`src/rtl/corr_engine.sv`:
```
// Purpose: template-correlation engine; sums frame[(Y+j)*H_RES+X+i] * tpl[j*TPL_W+i] over a TPL_W x TPL_H window.
// Latency: start sampled at cycle 0, one element per cycle in FETCH (1..N), DRAIN at N+1, finished pulse at N+2.
// Backpressure: none; memory/template reads return in exactly 1 cycle, and starts while busy are dropped.
// Ports: iCLK/iRST clock and async active-high reset; iStart/iX/iY request; oMemAddr/oMemRd/iMemData frame read;
//        oTplIdx/iTplData template read; oBusy status; oCorrFinished/oCurrentCorr result.
module corr_engine #(
  parameter int H_RES  = 640,
  parameter int V_RES  = 480,
  parameter int TPL_W  = 8,
  parameter int TPL_H  = 8,
  parameter int ADDR_W = 19,
  parameter int TIDX_W = 6
) (
  input  logic              iCLK,
  input  logic              iRST,
  input  logic              iStart,
  input  logic [12:0]       iX,
  input  logic [12:0]       iY,
  output logic [ADDR_W-1:0] oMemAddr,
  output logic              oMemRd,
  input  logic [7:0]        iMemData,
  output logic [TIDX_W-1:0] oTplIdx,
  input  logic [7:0]        iTplData,
  output logic              oBusy,
  output logic              oCorrFinished,
  output logic [31:0]       oCurrentCorr
);

  localparam int IW = (TPL_W > 1) ? $clog2(TPL_W) : 1;
  localparam int JW = (TPL_H > 1) ? $clog2(TPL_H + 1) : 1;

  typedef enum logic [1:0] {IDLE, FETCH, DRAIN, DONE} state_t;

  state_t            state, stateNext;
  logic [12:0]       xOrg, yOrg;
  logic [IW-1:0]     colCnt;
  logic [JW-1:0]     rowCnt;
  logic [TIDX_W-1:0] tplIdx;
  logic [13:0]       xPos, yPos;
  logic              inFrame;
  logic              lastElem;
  logic              fetchRd;
  logic              startAccept;
  logic [ADDR_W-1:0] addrCalc, addrHold;
  logic              rdValid;
  logic [15:0]       pixProd;
  logic [31:0]       acc, accNext;

  // 14-bit positions so that an origin near 8191 plus an offset cannot wrap back into the frame.
  assign xPos     = {1'b0, xOrg} + 14'(colCnt);
  assign yPos     = {1'b0, yOrg} + 14'(rowCnt);
  assign inFrame  = (int'(xPos) < H_RES) && (int'(yPos) < V_RES);
  assign addrCalc = ADDR_W'(yPos) * ADDR_W'(H_RES) + ADDR_W'(xPos);
  assign lastElem = (tplIdx == TIDX_W'(TPL_W * TPL_H - 1));

  assign startAccept = (state == IDLE) && iStart;

  // rdValid marks the cycle the returned pixel belongs to an in-frame element.
  assign pixProd = 16'(iMemData) * 16'(iTplData);
  assign accNext = acc + (rdValid ? 32'(pixProd) : 32'd0);

  always_ff @(posedge iCLK or posedge iRST) begin
    if (iRST) begin
      state <= IDLE;
    end else begin
      state <= stateNext;
    end
  end

  always_comb begin
    stateNext     = state;
    oBusy         = 1'b1;
    oCorrFinished = 1'b0;
    fetchRd       = 1'b0;
    case (state)
      IDLE: begin
        oBusy = 1'b0;
        if (iStart) stateNext = FETCH;
      end
      FETCH: begin
        fetchRd = inFrame;
        if (lastElem) stateNext = DRAIN;
      end
      DRAIN: stateNext = DONE;
      DONE: begin
        oCorrFinished = 1'b1;
        stateNext     = IDLE;
      end
      default: stateNext = IDLE;
    endcase
  end

  // Skipped (out-of-frame) elements leave the address bus parked on the last real read.
  assign oMemRd   = fetchRd;
  assign oMemAddr = fetchRd ? addrCalc : addrHold;
  assign oTplIdx  = (state == FETCH) ? tplIdx : '0;

  always_ff @(posedge iCLK or posedge iRST) begin
    if (iRST) begin
      xOrg         <= '0;
      yOrg         <= '0;
      colCnt       <= '0;
      rowCnt       <= '0;
      tplIdx       <= '0;
      addrHold     <= '0;
      rdValid      <= 1'b0;
      acc          <= '0;
      oCurrentCorr <= '0;
    end else begin
      rdValid <= fetchRd;
      if (fetchRd) addrHold <= addrCalc;

      if (startAccept) begin
        xOrg   <= iX;
        yOrg   <= iY;
        colCnt <= '0;
        rowCnt <= '0;
        tplIdx <= '0;
        acc    <= '0;
      end else begin
        acc <= accNext;
        if (state == FETCH) begin
          tplIdx <= tplIdx + 1'b1;
          if (colCnt == IW'(TPL_W - 1)) begin
            colCnt <= '0;
            rowCnt <= rowCnt + 1'b1;
          end else begin
            colCnt <= colCnt + 1'b1;
          end
        end
        // The last product arrives during DRAIN, so publish the sum including it.
        if (state == DRAIN) oCurrentCorr <= accNext;
      end
    end
  end

endmodule

```
`config.mk`:
```
export PLATFORM = sky130hd
export DESIGN_NAME = corr_engine
export DESIGN_NICKNAME = d
export VERILOG_FILES = /design/src/rtl/corr_engine.sv
export SDC_FILE = /design/constraint.sdc
export NUM_CORES = 1
export LEC_CHECK = 0
export ABC_AREA = 1
export CAP_MARGIN = 15
export CELL_PAD_IN_SITES_DETAIL_PLACEMENT = 2
export CELL_PAD_IN_SITES_GLOBAL_PLACEMENT = 2
export CORE_AREA = 10 10 147 251
export CTS_CLUSTER_DIAMETER = 30
export CTS_CLUSTER_SIZE = 14
export DETAILED_ROUTE_END_ITERATION = 8
export DIE_AREA = 0 0 157 261
export PLACE_DENSITY_LB_ADDON = 0.1
export RECOVER_POWER = 25
export SKIP_CTS_REPAIR_TIMING = 1
export SLEW_MARGIN = 10
export SYNTH_ARGS = -nofsm -noshare
export SYNTH_HDL_FRONTEND = slang
export SYNTH_SLANG_ARGS = --single-unit
```
`constraint.sdc`:
```
create_clock -name iCLK -period 5.5 [get_ports iCLK]
set_input_delay 1.65 -clock iCLK [delete_from_list [all_inputs] [get_ports iCLK]]
set_output_delay 1.65 -clock iCLK [all_outputs]
set_load 0.02 [all_outputs]
```
Word-level counts from Yosys, hierarchy flattened
Index checks and enable logic that the tools add are counted.

word-level totals
  register bits after elaboration = 125
  input port bits = 45
  output and inout bits = 60
  logic and storage cells = 55

operators by class
  add/sub/neg operators = 7
  $mul = 2
  $lt $le $gt $ge = 2
  equality and inequality tests = 7
  multiplexer cells = 18
  bitwise gates (word level) = 1
  reduce and logical (&&, ||, !) cells = 8

operators by type and width
  operator               number
  $add 32x16->32         1
  $mux 32                1
  $add 19x14->19         1
  $mux 19                1
  $mux 6                 3
  $mul 8x8->16           1
  $mux 16                1
  $add 13x3->14          1
  $add 13x4->14          1
  $lt 14x10->1 const B   1
  $lt 14x9->1 const B    1
  $mul 14x3->12 const B  1
  $mux 4                 3
  $mux 3                 3
  $pmux 2 s4             1
  $add 6x1->6 const B    1
  $eq 6x6->1 const B     1
  $reduce_and 2->1       3
  $add 4x1->4 const B    1
  $eq 2x2->1 const B     2
  $mux 2                 2
  $ne 2x2->1 const B     2
  $reduce_bool 2->1      2
  $add 3x1->3 const B    1
  6 further kinds        9

Logic depth before layout (Yosys ltp)
  word-level depth = 5
  mapped depth = 29
  depth with buffers taken out = 28

Worst setup path before layout
No wires, ideal clock.

  kind = input to register
  start = input iTplData[7]
  end = register oCurrentCorr[26]
  library setup time = 0.134 ns
  arrival time = 6.607 ns
  data required time = 5.366 ns
  setup slack = -1.241 ns
  stages on the path = 25
  path buffers = 1
  cell sequence = clkbuf_1 nand2_1 fa_1 fa_1 inv_1 fa_1 inv_1 fa_1 inv_1 ha_1 a21oi_1 o21ai_0 a21oi_1 o21ai_0 o21ai_0 a21oi_1 ha_1 nand2_1 nor4_1 nand2_1 a21boi_0 nand2_1 xor2_1 inv_1 o21ai_0

on the way
  word-level cells in the longest chain between the ends = 3

ends and longest elaborated chain
  what                  RTL line  text
  from (decl)           23        input logic [7:0] iTplData,
  $mul 8x8->16          59        assign pixProd = 16'(iMemData) * 16'(iTplData);
  $mux 16               60        assign accNext = acc + (rdValid ? 32'(pixProd) : 32'd0);
  $add 32x16->32        60
  to (signal assigned)  132       if (state == DRAIN) oCurrentCorr <= accNext;
  to (decl)             26        output logic [31:0] oCurrentCorr

No other way between the ends.
A chain may end at the register's enable or synchronous reset.

Final worst setup path
  start = input iTplData[4]
  end = register acc[27]

on the way
  word-level cells in the longest chain between the ends = 4

ends and longest elaborated chain
  what                  RTL line  text
  $mul 8x8->16          59
  $mux 16               60
  $add 32x16->32        60
  $mux 32               113       if (startAccept) begin
  to (signal assigned)  121       acc <= accNext;
  to (decl)             47        logic [31:0] acc, accNext;

No other way between the ends.

==> flow_summary_export.csv <==
group,metric,value,unit
global_route,grt_pass1_vias,11030,
routing,dr.first_iter.drc_count,280,
floorplanning,chipWidth,157,um
place,pre_cts_slack,-1.890,ns
timing,fin_crit_sh,115.6,%
clock_network,cts_buffers,17,
finish,drive_gt1_share,34.25,%
synthesis,netlist_area,0.009995,sq mm
timing,worst_slew_pin_slew,2.384,ns
synthesis,synth_top_family_by_area,"simple AND/OR/NAND/NOR gates",
finish,diodes,0,
synthesis,synth_seq_cells,125,
timing,setup_slack,-0.8577,ns
synthesis,yosys_warnings,0,
finish,area_delta_synth_final,50.93,%
setup_path,cp_top_family,"adder cells",
timing,setup_violations,57,
routing,wl,39080,um
timing,max_freq,157.3,MHz
routing,vias_per_cell,4.856,
global_route,antenna_found_initial,0,
setup_path,setup.worst_path.class,"in -> reg",
job,cap_violations,1,
synthesis,netlist_instances,1305,
clock_network,cts_buffer_depth,2,
floorplanning,die-area,0.04098,sq mm
worst_hold_path,hold_path_class,"reg -> reg",
synthesis,yosysUniqueCellTypes,45,
floorplanning,ioPinCount,105,
pwr,power.density,567.5,mW/mm^2
synthesis,yosysSeqAreaShare,31.30,%
pwr,p_leak,7.808,nW
clock_network,cts_sinks,125,
timing,rsz0062_at_grt,"true",
synthesis,synth_mux_area_share,0,%
finish,fillers,3577,
synthesis,synth_nets,1483,
place,hpwl,28560,um
outcome,status,"finished, violations left",
setup_path,worst_path_max_delay_cell,"fa_1",
clock_network,cts.reportedPaths.clkPinSlew,0.06,ns
global_route,grt_pass1_wl,56840,um
global_route,overflow,0,
synthesis,synth_fa_ha_area_share,19.73,%
routing,wl_per_cell,19.49,um
routing,drt_first_pass_iters,4,
routing,vias,9737,
finish,design_area,0.01508,sq mm
clock_network,cts_tree,"done",
clock_network,root_buffer,"clkbuf_16",
timing,skew,0.01456,ns
outcome,violations,"capacitance limit, slew limit, setup timing",
synthesis,synth_compound_area_share,10.62,%
clock_network,insertion_delay,0.45,ns
clock_network,htree_num_levels,4,
floorplanning,die_y,261,um
routing,ant_nets,0,
floorplanning,core,0.03270,sq mm
place,gp_congestion,0.8247,
pwr,ir_worst_vdd,0.3516,mV
setup_path,arrival,6.68,ns
timing,drv_slew,104,
synthesis,synth_xor_area_share,4.206,%
global_route,track_usage,17.75,%
setup_path,worst-path-buf-inv,5,
synthesis,synth-simple-area-share,24.01,%
finish,fin_nets,1766,
setup_path,crit_path_end_kind,"flip-flop",
routing,route.detailed.drc,0,
timing,min_period,6.358,ns
place,post_dp_cell_area,0.01293,sq mm
floorplanning,initial_utilization,30.56,%
setup_path,critPathMaxFanout,5,
setup_path,crit_top_cell,"fa_1",
timing,maxSlewHeadroom,-58.95,%
setup_path,start_kind,"primary input",
place,numPortBuffers,104,
setup_path,critPathRequiredTime,5.82,ns
floorplanning,row_count,88,
global_route,grt_max_degree,104,
synthesis,syn_area_per_cell,7.659,sq um
setup_path,slowest_delay,0.56,ns
timing,hold_violations,0,
-- registers in the layout, indices dropped and copies added (netlist names) --
signal / flops
tplIdx: 6
oCurrentCorr: 32
colCnt: 3
state: 2
rowCnt: 4
yOrg: 13
rdValid: 1
addrHold: 19
xOrg: 13
acc: 32
-- path summary, 6_finish.rpt --
path | startpoint | end | slack [ns] | depth (start not counted)
setup / recovery | iTplData[4] | acc[27] | -0.86 | 26
hold / removal | addrHold[1] | addrHold[1] | 0.47 | 2
setup reg to reg | rowCnt[0] | addrHold[15] | 1.52 | 18
hold reg to reg | addrHold[1] | addrHold[1] | 0.47 | 2
max in group asynchronous | iRST | rowCnt[1] | 1.72 | 2
min in group asynchronous | iRST | addrHold[15] | 2.30 | 2
-- tightest hold or removal path: stages (launching register included) --
cell	delay [ns]
dfrtp_1	0.32
nand2_1	0.06
o21ai_2	0.06
-- layout by cell type, fill, tap and decap left out, types with 19 or more instances in the layout --
cell and count:
a21oi_2 19, inv_2 29, inv_1 193, o21ai_2 28, o21ai_0 41, a21oi_1 27, fa_1 33, ha_4 30
nand2_2 56, buf_4 181, o21ai_1 20, clkdlybuf4s50_1 67, dfrtp_1 123, nand2_1 284, ha_1 58, nand3_1 49
buf_6 28, nor2_1 61
-- power breakdown --
part,total (mW),internal (mW),switching [mW]
logic,5.97,2.77,3.21
clock network,1.18,0.712,0.468
registers,1.41,1.18,0.227
-- logic make-up after synthesis --
logic type / count (synthesis)
XOR/XNOR: 48
adder cells (fa/ha/maj): 133
AO/OA/AOI/OAI: 185
flip-flops: 125
buffers and inverters: 262
AND/OR/NAND/NOR: 552
-- cell usage after synthesis, drive strengths merged --
library cell    n  area [sq um]
clkbuf         33         123.9
buf             4         45.04
o311ai          1         8.760
or2             3         18.77
and3            1         6.260
nor4            2         12.51
nor3           19         106.4
a21oi          59         299.0
fa             41         820.8
xnor2          19         166.4
o211ai          2         15.01
ha             92          1151
o21bai          3         22.52
a21boi          2         15.01
and2            2         12.52
nand4          19         133.9
inv           224         840.8
o21ai          97         549.3
nand3          67         360.4
nor2           83         357.8
a211oi          2         15.01
o21a            1         7.510
o2111ai         2         17.52
xor2           29         254.0
nand3b          4         30.03
a31oi           5         31.28
clkinv          1         3.750
o22ai           2         12.51
dfrtp         125          3128
o31ai           2         15.01
a21o            7         52.55
nand2         352          1361
-- layer usage --
metal	vias to the layer above	GRT usage [%]	share of wire [%]
li1	4673	-	-
met1	4917	16.25	34
met2	97	37.74	62
met3	50	2.415	1.6
met4	0	5.737	2.3
met5	-	0	0
-- area by class of cell --
cell class	instances	area (sq um)	area share (%)
Inverter	225	850.8	5.640
Tap cell	405	506.7	3.359
Timing Repair Buffer	301	2630	17.44
Multi-Input combinational cell	918	7373	48.88
Clock inverter	13	163.9	1.087
Clock buffer	18	429.2	2.845
Sequential cell	125	3131	20.75
-- per-stage QoR --
stage | setup TNS, ns | utilization (%) | instances | hold WS (ns) | total power, mW
2_1_floorplan | -23.15 | - | 1305 | 0.4501 | 4.005
3_3_place_gp | -87.54 | 39.54 | 1952 | 0.4530 | 5.975
3_5_place_dp | -93.12 | 39.54 | 1952 | 0.4640 | 6.153
4_1_cts | -71.06 | 41.35 | 1983 | 0.4788 | 7.387
5_1_grt | -46.47 | 46.13 | 2005 | 0.4927 | 9.241
6_report | -35.05 | 46.13 | 2005 | 0.4683 | 8.561
Power figures use the tool's default switching activity.
